`src/rtl/gpio_axis_packer_pkg.sv`:
```
// Shared definitions for the GPIO-to-AXIS packer.
// The GPIO word carries a toggle bit in its MSB, a flush bit just below it,
// and the payload in the low WORD_W bits.
package gpio_axis_packer_pkg;

  localparam int GPIO_BUS_WIDTH = 32;

  // Control bit positions expressed relative to the GPIO bus width so
  // that a non-default GPIO_W keeps the same layout.
  function automatic int toggle_bit(input int gpio_w);
    return gpio_w - 1;
  endfunction

  function automatic int flush_bit(input int gpio_w);
    return gpio_w - 2;
  endfunction

  localparam int GPIO_TOGGLE_BIT = GPIO_BUS_WIDTH - 1;
  localparam int GPIO_FLUSH_BIT  = GPIO_BUS_WIDTH - 2;

  typedef enum logic {
    FILL  = 1'b0,
    STALL = 1'b1
  } pack_state_t;

endpackage

```
`src/rtl/gpio_axis_packer_toggle_detect.sv`:
```
// gpio_toggle_detect: registers the raw GPIO word once and turns each change
// of its toggle bit into a single-cycle word strobe.
//   clk          in   clock
//   rst          in   synchronous active-low reset
//   gpio_in      in   raw GPIO word
//   word_strobe  out  one cycle per toggle change (after arming)
//   payload      out  registered payload bits of the word
//   flush        out  registered flush bit of the word
module gpio_toggle_detect
  import gpio_axis_packer_pkg::*;
#(
  parameter int GPIO_W = GPIO_BUS_WIDTH,
  parameter int WORD_W = 16
) (
  input  logic              clk,
  input  logic              rst,
  input  logic [GPIO_W-1:0] gpio_in,
  output logic              word_strobe,
  output logic [WORD_W-1:0] payload,
  output logic              flush
);

  localparam int TOG_BIT = toggle_bit(GPIO_W);
  localparam int FLS_BIT = flush_bit(GPIO_W);

  logic tog_q;
  logic armed;
  logic tog_prev;

  // The input register is deliberately not reset: it must hold the live
  // toggle level across reset so the detector arms on the current level
  // and reports no spurious word when reset is released.
  always_ff @(posedge clk) begin
    tog_q   <= gpio_in[TOG_BIT];
    flush   <= gpio_in[FLS_BIT];
    payload <= gpio_in[WORD_W-1:0];
  end

  always_ff @(posedge clk) begin
    if (!rst) begin
      armed    <= 1'b0;
      tog_prev <= 1'b0;
    end else begin
      armed    <= 1'b1;
      tog_prev <= tog_q;
    end
  end

  assign word_strobe = armed && (tog_q != tog_prev);

  // Bits between the payload and the control bits carry nothing.
  generate
    if (GPIO_W - 2 > WORD_W) begin : g_spare
      logic unused_spare;
      assign unused_spare = ^gpio_in[GPIO_W-3:WORD_W];
    end
  endgenerate

endmodule

```
`src/rtl/gpio_axis_packer.sv`:
```
// gpio_axis_packer: packs toggle-marked GPIO words into BUS_W-wide AXIS beats.
//   axis_clk       in   clock
//   rst            in   synchronous active-low reset
//   gpio_in        in   [GPIO_W-1]=toggle, [GPIO_W-2]=flush, [WORD_W-1:0]=payload
//   clear_stats    in   pulse: zero counters and overflow
//   m_axis_tdata   out  packed beat, lane 0 in the LSBs
//   m_axis_tvalid  out  beat valid
//   m_axis_tready  in   downstream ready
//   m_axis_tlast   out  beat was closed by a flush word
//   overflow       out  sticky: a word was dropped
//   word_count     out  words accepted (wraps)
//   beat_count     out  beats handed off (wraps)
//
// state | meaning
// FILL  | accumulator accepting words
// STALL | accumulator holds a complete beat, waiting for the output register
module gpio_axis_packer
  import gpio_axis_packer_pkg::*;
#(
  parameter int GPIO_W = GPIO_BUS_WIDTH,
  parameter int WORD_W = 16,
  parameter int BUS_W  = 256
) (
  input  logic              axis_clk,
  input  logic              rst,
  input  logic [GPIO_W-1:0] gpio_in,
  input  logic              clear_stats,
  output logic [BUS_W-1:0]  m_axis_tdata,
  output logic              m_axis_tvalid,
  input  logic              m_axis_tready,
  output logic              m_axis_tlast,
  output logic              overflow,
  output logic [31:0]       word_count,
  output logic [31:0]       beat_count
);

  localparam int LANES  = BUS_W / WORD_W;
  localparam int LANE_W = (LANES > 1) ? $clog2(LANES) : 1;

  logic              word_strobe;
  logic [WORD_W-1:0] payload;
  logic              flush;

  gpio_toggle_detect #(
    .GPIO_W (GPIO_W),
    .WORD_W (WORD_W)
  ) u_detect (
    .clk         (axis_clk),
    .rst         (rst),
    .gpio_in     (gpio_in),
    .word_strobe (word_strobe),
    .payload     (payload),
    .flush       (flush)
  );

  pack_state_t       state, state_next;
  logic [BUS_W-1:0]  acc, acc_next;
  logic              acc_last, acc_last_next;
  logic [LANE_W-1:0] lane, lane_next;

  logic out_free;
  logic handoff;
  logic out_load;
  logic word_accept;
  logic word_drop;
  logic complete;

  assign out_free    = !m_axis_tvalid || m_axis_tready;
  assign handoff     = m_axis_tvalid && m_axis_tready;
  assign out_load    = (state == STALL) && out_free;
  // A word can enter the same cycle the completed beat moves out, which
  // keeps a continuous word stream from losing anything at beat boundaries.
  assign word_accept = word_strobe && ((state == FILL) || out_load);
  assign word_drop   = word_strobe && !word_accept;
  assign complete    = word_accept && (flush || (lane == LANE_W'(LANES - 1)));

  always_ff @(posedge axis_clk) begin
    if (!rst) begin
      state    <= FILL;
      acc      <= '0;
      acc_last <= 1'b0;
      lane     <= '0;
    end else begin
      state    <= state_next;
      acc      <= acc_next;
      acc_last <= acc_last_next;
      lane     <= lane_next;
    end
  end

  always_comb begin
    state_next    = state;
    acc_next      = acc;
    acc_last_next = acc_last;
    lane_next     = lane;

    // Emptying the accumulator zeroes it so a short (flushed) beat
    // carries zeros in its unfilled lanes.
    if (out_load) begin
      acc_next      = '0;
      acc_last_next = 1'b0;
      state_next    = FILL;
    end

    if (word_accept) begin
      acc_next[int'(lane)*WORD_W +: WORD_W] = payload;
      lane_next = lane + 1'b1;
    end

    if (complete) begin
      acc_last_next = flush;
      lane_next     = '0;
      state_next    = STALL;
    end
  end

  always_ff @(posedge axis_clk) begin
    if (!rst) begin
      m_axis_tvalid <= 1'b0;
      m_axis_tdata  <= '0;
      m_axis_tlast  <= 1'b0;
    end else if (out_load) begin
      m_axis_tvalid <= 1'b1;
      m_axis_tdata  <= acc;
      m_axis_tlast  <= acc_last;
    end else if (handoff) begin
      m_axis_tvalid <= 1'b0;
      m_axis_tdata  <= '0;
      m_axis_tlast  <= 1'b0;
    end
  end

  always_ff @(posedge axis_clk) begin
    if (!rst || clear_stats) begin
      word_count <= '0;
      beat_count <= '0;
      overflow   <= 1'b0;
    end else begin
      if (word_accept) word_count <= word_count + 32'd1;
      if (handoff)     beat_count <= beat_count + 32'd1;
      if (word_drop)   overflow   <= 1'b1;
    end
  end

endmodule
```
`config.mk`:
```
export PLATFORM = sky130hd
export DESIGN_NAME = gpio_axis_packer
export DESIGN_NICKNAME = d
export VERILOG_FILES = /design/src/rtl/gpio_axis_packer_pkg.sv /design/src/rtl/gpio_axis_packer_toggle_detect.sv /design/src/rtl/gpio_axis_packer.sv
export SDC_FILE = /design/constraint.sdc
export NUM_CORES = 1
export LEC_CHECK = 0
export CAP_MARGIN = 15
export CORE_MARGIN = 3
export CORE_UTILIZATION = 28
export CTS_BUF_LIST = sky130_fd_sc_hd__clkbuf_16
export CTS_CLUSTER_SIZE = 20
export DETAILED_ROUTE_END_ITERATION = 10
export GPL_TIMING_DRIVEN = 1
export PLACE_DENSITY = 0.52
export SLEW_MARGIN = 5
export SYNTH_ARGS = -nofsm -noshare
export SYNTH_HDL_FRONTEND = slang
export SYNTH_HIERARCHICAL = 1
export SYNTH_SLANG_ARGS = --single-unit
```
`constraint.sdc`:
```
create_clock -name axis_clk -period 6.9 [get_ports axis_clk]
set_clock_uncertainty 0.15 [all_clocks]
set_input_delay 1.035 -clock axis_clk [delete_from_list [all_inputs] [get_ports axis_clk]]
set_output_delay 1.035 -clock axis_clk [all_outputs]
set_load 0.02 [all_outputs]
```
==> flow_summary.json <==
{
  "wl_per_cell_um": 20.6,
  "fin_crit_ps": 3810,
  "r2r-start": "lane[0]",
  "cp-end-kind": "register",
  "cts.reportedPaths.clkPinSlew_ps": 60,
  "ys_seq_elements": 605,
  "async_flop_share": 0,
  "yosys_warnings": 6,
  "cp.buffers_inverters": 1,
  "syn_to_final_growth_pct": 29.3,
  "ys_seq_area_frac": 0.555,
  "critPathLaunchType": "primary input",
  "rsz0062_at_grt": "false",
  "power.leakage_uw": 0.0106,
  "ys_types": 40,
  "netlist_area_sq_um": 21800,
  "final_common_cell": "dfxtp_1",
  "worst_slack_ps": 3090,
  "row_count": 101,
  "antenna_found_initial": 2,
  "routed_wl_um": 74100,
  "crit_family": "simple AND/OR/NAND/NOR gates",
  "slew_headroom": 0.277,
  "most-common-layout-cells": "dfxtp_1 (605), clkdlybuf4s50_1 (344), nand2_1 (302)",
  "die_y_um": 285,
  "post_cts_resized": 0,
  "nets": 2560,
  "fp.dieArea_sq_um": 81300,
  "min_from": "acc[32]",
  "cts_num_sinks": 605,
  "syn_inst": 2269,
  "pre_cts_ws_ps": 2470,
  "synth_edf_count": 0,
  "grt_pass1_wl_um": 112000,
  "setup_viol": 0,
  "clk_path_buf_depth": 3,
  "detailed_place_hpwl_um": 48000,
  "gp_congestion": 0.827,
  "antenna_violating_nets_post_route": 0,
  "maxSlewViolCount": 0,
  "critPathMaxFanout": 16,
  "synth_nets": 2310,
  "period_share": 0.553,
  "worstSetupStartpoint": "m_axis_tready",
  "cts_tree": "built",
  "drc": 0,
  "avgViaCountPerCell": 4.98,
  "htree_levels": 3,
  "irDropWorstVdd_v": 0.000173,
  "holdBufCountCts": 0,
  "grt_pass1_vias": 17512,
  "cpMaxStageDelayCell": "nand4_2",
  "syn-mean-instance-area_sq_um": 9.62,
  "grt_usage": 0.177,
  "fmax_mhz": 262,
  "worstMarginPinSlew_ps": 1090,
  "crit_type": "primary input to register",
  "overflow": 0,
  "start_util": 0.285,
  "clk_latency_ps": 600,
  "clockRootBuffer": "clkbuf_16",
  "max_cap_violations": 0,
  "cts_setup_buffers": 0,
  "synth_ff_type": "dfxtp_1",
  "status": "completed",
  "drt_first_pass_iters": 6,
  "finalSetupTns_ps": 0,
  "cts_buffers": 70,
  "max_stage_delay_ps": 830,
  "ios": 359,
  "num_vias": 17893,
  "cp.required_ps": 7240,
  "hold_path_class": "register to register",
  "drt_iter0_drc": 1166,
  "port_buffers": 344,
  "finalHoldViolations": 0,
  "worstPathCellList": "clkdlybuf4s50_1 > nand3b_1 > and3_1 > nand4_2 > mux2i_1",
  "coreArea_sq_um": 76600,
  "die_w_um": 285,
  "drive_above_1_share": 0.0566,
  "critical_path_arrival_ps": 4150,
  "power.density_nw_per_um2": 261,
  "grt_start_max_net_pins": 144
}
-- metrics by stage --
stage	hold WS (ps)	std cells	power [uW]	util	instance area (sq um)
floorplan	289	2269	3750	-	21800
global placement	297	3477	3850	0.340	26000
detailed placement	303	3477	3850	0.340	26000
CTS	315	3593	7480	0.368	28200
global route	327	3594	7640	0.368	28200
finish	312	3594	7360	0.368	28200
-- flip-flops by register name, summed over array words and instances (netlist names), 4 cells and up --
register	cells
acc	256
u_detect/payload	16
beat_count	32
lane	4
word_count	32
m_axis_tdata	256
-- where the power goes --
| group | switching [uW] | internal [uW] |
|---|---|---|
| combinational | 180 | 49.8 |
| clock | 1480 | 2110 |
| sequential | 32.8 | 3510 |
-- metal layers --
metal | vias up | share of wire | GRT usage
met4 | 0 | 0.026 | 0.0589
met3 | 99 | 0.062 | 0.0432
met1 | 8780 | 0.45 | 0.229
met2 | 474 | 0.47 | 0.289
li1 | 8540 | - | -
met5 | - | 0 | 0
-- worst min-delay path, delay by kind of cell (launching register included) --
kind          cells  cell delay [ps]
flops             1              310
mux               1               50
simple gates      1               50
-- area by class of cell --
class | count | area (sq um)
antenna | 1 | 2.50
fill | 7612 | 48400
sequential | 605 | 12100
clock buffer | 72 | 1800
clock inverter | 44 | 377
tap | 1030 | 1290
multi-input combinational | 1466 | 8940
timing repair buffer | 364 | 3630
inverter | 12 | 52.6
-- final timing paths --
check / endpoint / slack [ps] / depth (start not counted)
setup / recovery: acc[38] / 3090 / 5
hold / removal: acc[32] / 310 / 2
setup reg to reg: acc[38] / 3160 / 6
hold reg to reg: acc[32] / 310 / 2
-- Yosys cell counts (all sizes together) (29+ instances only) --
| master | instances | share of area |
|---|---|---|
| a21oi | 45 | 0.010 |
| a22oi | 257 | 0.088 |
| buf | 29 | 0.0079 |
| clkbuf | 157 | 0.027 |
| dfxtp | 605 | 0.56 |
| mux2i | 198 | 0.091 |
| nand2 | 302 | 0.052 |
| nand3 | 40 | 0.010 |
| nand4 | 30 | 0.0097 |
| nor2 | 288 | 0.050 |
| o211ai | 64 | 0.022 |
| o21ai | 76 | 0.017 |
| or4 | 29 | 0.010 |
-- cell families after synthesis --
| group | Yosys count | share of synthesized area |
|---|---|---|
| compound gates | 471 | 0.148 |
| buf+inv | 198 | 0.0370 |
| flops | 605 | 0.555 |
| fa+ha+maj | 5 | 0.00287 |
| mux | 198 | 0.0908 |
| simple gates | 767 | 0.156 |
| xor+xnor | 25 | 0.0100 |
No activity file was read; power rests on OpenSTA's default activity.
